$ cat src/rtl/dfe_out_buffer.sv
// dfe_out_buffer
//   Output buffer behind the DFE filter array. Each valid sample is captured
//   with its overflow/underflow flags into a synchronous show-ahead FIFO. The
//   FIFO is drained over a valid/ready handshake. Saturating counters track
//   dropped samples and saturation events.
// Ports
//   clk, rst                   clock, synchronous active-high reset
//   valid_in, core_in          sample strobe and signed sample from the filter chain
//   overflow_in, underflow_in  saturation flags, qualified by valid_in
//   flush                      pulse: empty the FIFO; counters are untouched
//   clr_cnt                    pulse: clear drop_cnt and sat_cnt
//   m_ready/m_valid            downstream handshake
//   m_data/m_flags             head sample and its {overflow, underflow} flags
//   level, full, empty         registered occupancy
//   drop_cnt                   samples lost to a full FIFO (saturating)
//   sat_cnt                    flagged valid_in cycles (saturating)
module dfe_out_buffer #(
  parameter int DATA_WIDTH = 16,
  parameter int DEPTH      = 16,
  parameter int CNT_WIDTH  = 16
) (
  input  logic                         clk,
  input  logic                         rst,
  input  logic                         valid_in,
  input  logic [DATA_WIDTH-1:0]        core_in,
  input  logic                         overflow_in,
  input  logic                         underflow_in,
  input  logic                         flush,
  input  logic                         clr_cnt,
  input  logic                         m_ready,
  output logic                         m_valid,
  output logic [DATA_WIDTH-1:0]        m_data,
  output logic [1:0]                   m_flags,
  output logic [$clog2(DEPTH):0]       level,
  output logic                         full,
  output logic                         empty,
  output logic [CNT_WIDTH-1:0]         drop_cnt,
  output logic [CNT_WIDTH-1:0]         sat_cnt
);
  localparam int AW = $clog2(DEPTH);
  localparam int LW = AW + 1;
  localparam int EW = DATA_WIDTH + 2;
  localparam logic [LW-1:0] FULL_LVL = LW'(DEPTH);

  logic [DEPTH-1:0][EW-1:0] mem;
  logic [AW-1:0]            wr_ptr, rd_ptr;
  logic [LW-1:0]            level_q, level_nxt;
  logic                     full_q, empty_q;
  logic                     pop, push, drop, sat_ev;

  // When full, a same-cycle pop frees the slot, so the push is accepted.
  assign pop    = !empty_q && m_ready && !flush;
  assign push   = valid_in && (!full_q || pop) && !flush;
  assign drop   = valid_in && full_q && !pop && !flush;
  assign sat_ev = valid_in && (overflow_in || underflow_in);

  always_comb begin
    level_nxt = level_q;
    if (flush) level_nxt = '0;
    else       level_nxt = level_q + LW'(push) - LW'(pop);
  end

  always_ff @(posedge clk) begin
    if (rst) begin
      mem     <= '0;
      wr_ptr  <= '0;
      rd_ptr  <= '0;
      level_q <= '0;
      full_q  <= 1'b0;
      empty_q <= 1'b1;
    end else begin
      if (push) mem[wr_ptr] <= {overflow_in, underflow_in, core_in};
      if (flush) begin
        wr_ptr <= '0;
        rd_ptr <= '0;
      end else begin
        if (push) wr_ptr <= wr_ptr + 1'b1;
        if (pop)  rd_ptr <= rd_ptr + 1'b1;
      end
      level_q <= level_nxt;
      full_q  <= (level_nxt == FULL_LVL);
      empty_q <= (level_nxt == '0);
    end
  end

  // Clear beats increment; both counters stick at all ones.
  always_ff @(posedge clk) begin
    if (rst || clr_cnt) begin
      drop_cnt <= '0;
      sat_cnt  <= '0;
    end else begin
      if (drop && !(&drop_cnt)) drop_cnt <= drop_cnt + 1'b1;
      if (sat_ev && !(&sat_cnt)) sat_cnt <= sat_cnt + 1'b1;
    end
  end

  // Show-ahead: the head entry is always presented.
  assign m_valid = !empty_q;
  assign m_data  = mem[rd_ptr][DATA_WIDTH-1:0];
  assign m_flags = mem[rd_ptr][EW-1 -: 2];
  assign level   = level_q;
  assign full    = full_q;
  assign empty   = empty_q;
endmodule
$ cat config.mk
export PLATFORM = sky130hd
export DESIGN_NAME = dfe_out_buffer
export DESIGN_NICKNAME = d
export VERILOG_FILES = /design/src/rtl/dfe_out_buffer.sv
export SDC_FILE = /design/constraint.sdc
export NUM_CORES = 1
export LEC_CHECK = 0
export ABC_AREA = 1
export BUFFER_PORTS_ARGS = -buffer_cell sky130_fd_sc_hd__buf_4
export CAP_MARGIN = 15
export CORE_AREA = 5 5 201 280
export CTS_BUF_LIST = sky130_fd_sc_hd__clkbuf_8
export CTS_CLUSTER_DIAMETER = 200
export DETAILED_ROUTE_END_ITERATION = 12
export DIE_AREA = 0 0 206 285
export GPL_ROUTABILITY_DRIVEN = 0
export GPL_TIMING_DRIVEN = 0
export HOLD_SLACK_MARGIN = 0.1
export PLACE_DENSITY = 0.57
export SKIP_LAST_GASP = 1
export SLEW_MARGIN = 5
export SYNTH_ARGS = -nofsm -noshare
export SYNTH_HDL_FRONTEND = slang
export SYNTH_SLANG_ARGS = --single-unit
$ cat constraint.sdc
create_clock -name clk -period 2.3 [get_ports clk]
set_input_delay 0.345 -clock clk [delete_from_list [all_inputs] [get_ports clk]]
set_output_delay 0.345 -clock clk [all_outputs]
set_load 0.1 [all_outputs]
# Word-level counts from Yosys, hierarchy flattened
# Index checks and enable logic that the tools add are counted.
totals:
  regBits: 335
classes:
  add_sub_neg: 6
  n_lt_le_gt_ge: 3
  eq_ne: 1
  n_mux: 6
  reduce_logical: 24
ops:
  columns: ["op", "count"]
  rows:
  - ["bitwise mux 288 bit", 1]
  - ["binary-select mux 18 bit (select 4 bit)", 1]
  - ["demux 18 bit (select 4 bit)", 1]
  - ["two-way mux 18 bit", 2]
  - ["adder 16 x 1 -> 16 bit, second input constant", 2]
  - ["AND reduction 16 bit", 2]
  - ["logical AND 1 bit", 11]
  - ["less-than comparator 4 x 5 -> 1 bit, second input constant", 2]
  - ["adder 4 x 1 -> 4 bit, second input constant", 2]
  - ["zero test 1 bit", 6]
  - ["adder 5 x 1 -> 5 bit", 1]
  - ["equality test 5 bit, second input constant", 1]
  - ["zero test 5 bit", 1]
  - ["two-way mux 5 bit", 1]
  - ["subtractor 5 x 1 -> 5 bit", 1]
  - ["greater-or-equal comparator 4 x 1 -> 1 bit, second input constant", 1]
  - ["logical OR 1 bit", 3]
  - ["OR reduction 2 bit", 1]

# Depth between registers and ports, before layout
logic_depth:
  word_depth: 10
  depth_mapped: 15

# Worst setup path before layout
# No wires, ideal clock.
synth_timing:
  path_type: "flip-flop to flip-flop"
  startpoint: "register empty_q, in the netlist empty"
  endpoint: "register empty_q, in the netlist empty"
  setup_ns: 0.070
  t_arrival_ns: 3.632
  slack_ns: -1.402
  stages_incl_launch_ff: 15
  synth_period_minus_slack_ns: 3.702
  cell_sequence: "dfxtp_1 inv_1 nand3_2 nand2_2 nand2_1 buf_6 ha_1 inv_1 ha_1 fa_1 inv_1 nand2_1 o21ai_0 nand2_1 a21oi_1"
synth_between:
  elab_chain_cells: 10
synth_lines:
  columns: ["element", "line", "text"]
  rows:
  - ["from (decl)", "48", "logic full_q, empty_q;"]
  - ["from (signal assigned)", "82", "empty_q <= (level_nxt == '0);"]
  - ["zero test 1 bit *", null, null]
  - ["net m_valid", "31", "output logic m_valid,"]
  - ["logical AND 1 bit * (2 in series)", "52", "assign pop = !empty_q && m_ready && !flush;"]
  - ["logical OR 1 bit", "53", "assign push = valid_in && (!full_q || pop) && !flush;"]
  - ["logical AND 1 bit (2 in series)", "53", null]
  - ["adder 5 x 1 -> 5 bit", "60", "else level_nxt = level_q + LW'(push) - LW'(pop);"]
  - ["subtractor 5 x 1 -> 5 bit *", "60", null]
  - ["two-way mux 5 bit *", "59", "if (flush) level_nxt = '0;"]
  - ["zero test 5 bit *", "82", null]
# Mark *: on every way through the listed nets, which the timed path passes. The rest lies on a longest branch.
# A chain may end at the register's enable or synchronous reset.

# Worst setup path after layout
layout_timing:
  startpoint: "register rd_ptr[1]"
  endpoint: "output m_data[5]"
layout_between:
  elab_chain_cells: 2
layout_lines:
  columns: ["element", "line", "text"]
  rows:
  - ["from (decl)", "46", "logic [AW-1:0] wr_ptr, rd_ptr;"]
  - ["from (signal assigned)", "78", "if (pop) rd_ptr <= rd_ptr + 1'b1;"]
  - ["binary-select mux 18 bit (select 4 bit)", "99", "assign m_data = mem[rd_ptr][DATA_WIDTH-1:0];"]
  - ["two-way mux 18 bit", null, null]
  - ["to (decl)", "32", "output logic [DATA_WIDTH-1:0] m_data,"]
# Every way passes these cells. The select of a mux whose other input is x is not followed.

==> run summary <==
status: complete, but fails checks
failing checks: setup timing
post-synth top area share: 42.4%
post-synthesis cell count: 2292
Pwr Total: 0.0131 W
non-filler cells, final: 3208
worst hold slack: 0.189 ns
Crit path arrival time: 2.51 ns
unrepaired setup endpoints after global routing: true
share of cells above drive strength 1: 14.6%
Syn. warnings: 0
Initial Util: 29.7%
critical path type: reg -> out
Detail Route Antenna Nets: 0
I/O pins: 82
R2R cell count: 13
CP max FO: 10
Core Region: 53200 µm²
Worst IR Drop VDD: 0.388 mV
post-synth net total: 2329
GRT overflow: 0
Pint: 0.00917 W
Clock Tree Root: clkbuf_8
synthesized area: 15800 µm²
WHS Path Cells: 5
Fill cells: 5578
startpoint types: flop
vias in the first global route: 16531
switching share of power: 30.0%
CP required: 1.96 ns
CTS clock-pin slew for the worst setup and hold paths: 0.06 ns
relative slew slack: 17.7%
syn_area_per_cell: 6.90 µm²
clk_skew: 0.0544 ns
Final WS setup: -0.559 ns
cts bufs inserted: 57
Setup-failing EPs final: 18
HPWL Detailed: 52.2 mm
final hold violations: 0
first drt pass iteration count: 5
class of the worst hold path: in -> reg
final max-slew violation count: 0
switching power: 0.00392 W
CP endpoint kind: output pin
Power Density: 665 nW/µm²
Yosys top cell by area: dfxtp_1
Yosys cell types: 32
Via density: 5.40
max frequency: 350 MHz
max-cap violations: 0
drc violations: 0
H-Tree Depth: 2
initial antenna violation count: 1
post-synthesis sequential area ratio: 42.4%
Port Buf Inserts: 72
row count: 100
final wirelength: 70.4 mm
Cells after DPL: 3078
Static Leak: 6.85 nW
worst-margin pin slew: 1.23 ns
Sink Count: 335
DIE AREA: 58700 µm²
initial DRC count: 1541
CTS tree: yes
Layout area overhead: 24.5%
post-DR wirelength/cell: 21.9 µm
Clock Path Buffers: 3
Die X: 206 µm
Chip Height: 285 µm
Tot GR Track Use: 23.1%
via count: 17323
crit share post-route: 124%
sequential power share: 44.9%
top cells by area, synth: dfxtp_1 42%, nand2_1 11%, nand3_1 10%
synthesis-stage register bit count: 335
largest net degree at the start of global routing: 15
global-route wire length before repair: 103 mm
Clk pwr share: 41.9%
worst skew pair latency: 0.68 ns
Tmin final: 2.86 ns
final net count: 2485
Gate power share: 13.2%
per-stage QoR:
| step | worst slack (ns) | area (µm²) | utilization (%) | TNS [ns] |
|---|---|---|---|---|
| finish | -0.559 | 19700 | 37.0 | -9.18 |
| global route | -0.619 | 19700 | 37.0 | -9.78 |
| detailed placement | -0.966 | 17400 | 32.8 | -19.44 |
| global placement | -0.953 | 17400 | 32.8 | -18.66 |
| floorplan | -0.672 | 16000 | - | -3.54 |
| CTS | -0.553 | 19500 | 36.7 | -9.13 |
critical path, cell delays in order (launching register included):
cell and delay [ns]:
dfxtp_4 0.41, clkinv_4 0.10, buf_12 0.17, buf_6 0.16, nor2_1 0.11, o21ai_1 0.14
o211ai_1 0.19, nand3_2 0.18, nand2_2 0.17, buf_12 0.19
metal layers:
metal	track usage [%]	part of all wire (%)	vias to the layer above
li1	-	-	8006
met1	26.6	36	8128
met2	37.0	46	878
met3	4.27	7.6	311
met4	19.1	10	0
met5	0	0	-
synth_stat cells, drive strengths merged:
cell    instances
xnor2           5
nand4          14
o21ai         165
clkbuf        140
nand2         462
dfxtp         335
o21bai          2
nand3b          1
a21oi         290
nor2          289
nor3b           2
o211ai         78
a21o            1
clkinv          2
nand3         324
fa              1
inv            78
buf            60
xor2            9
ha             12
and2           21
nor4            1
placed cells by master (no fill, tap or decap), types with 8 or more instances in the layout:
cell type	count
clkbuf_2	19
nor2_2	9
dlygate4sd3_1	14
clkbuf_4	10
buf_12	21
nand2_2	21
a21oi_1	289
nand3_1	315
dfxtp_1	329
o21ai_0	115
nand3_2	8
o21ai_2	19
o21ai_1	29
buf_4	80
ha_1	10
o211ai_1	78
nor2_1	274
xor2_1	9
inv_1	93
nand2_4	10
and2_1	21
clkbuf_1	86
clkbuf_8	84
nand2_1	431
buf_1	10
nand4_1	14
buf_2	17
buf_6	18
registers in the layout (all words and copies together) (netlist names):
name	cells
wr_ptr	4
full	1
empty	1
rd_ptr	4
drop_cnt	16
mem	288
level	5
sat_cnt	16
cells by family after synthesis:
| family | count (synthesis) | share of synthesized area (%) |
|---|---|---|
| flops | 335 | 42.4 |
| simple gates | 1114 | 30.1 |
| buf+inv | 280 | 7.37 |
| fa+ha+maj | 13 | 1.08 |
| compound gates | 536 | 18.2 |
| xor+xnor | 14 | 0.775 |
final timing paths:
path | startpoint | to | slack (ns)
worst max-delay path | rd_ptr[1] | m_data[5] | -0.56
worst min register to register | mem[86] | mem[86] | 0.46
worst max register to register | empty | empty | 0.07
worst min-delay path | valid_in | wr_ptr[3] | 0.19
power groups by stage:
stage               logic [W]  registers [W]  clock network (W)
global route          0.00178        0.00588            0.00580
floorplan            0.000847        0.00609                  0
finish                0.00172        0.00588            0.00548
global placement      0.00145        0.00600                  0
CTS                   0.00165        0.00588            0.00553
detailed placement    0.00146        0.00600                  0
final cells by class:
cell class                      instances  area (µm²)  share of cell area, %
Timing Repair Buffer                   99        1050                   5.32
Multi-Input combinational cell       1677        8250                   41.9
Tap cell                              714         893                   4.54
Clock buffer                           73        1000                   5.10
Inverter                               80         314                   1.60
Antenna cell                            1        2.50                 0.0127
Buffer                                198        1320                   6.70
Clock inverter                         31         139                  0.705
Sequential cell                       335        6720                   34.1
what timing repair did:
action	in CTS	in global routing
hold buffers	14	1
resized for setup	250	55
hold endpoints to repair	47	3
pin swaps	51	51
cloned	3	1
setup buffers	4	5
endpoints found under the setup margin	20	134
No activity file was read; power rests on OpenSTA's default activity.
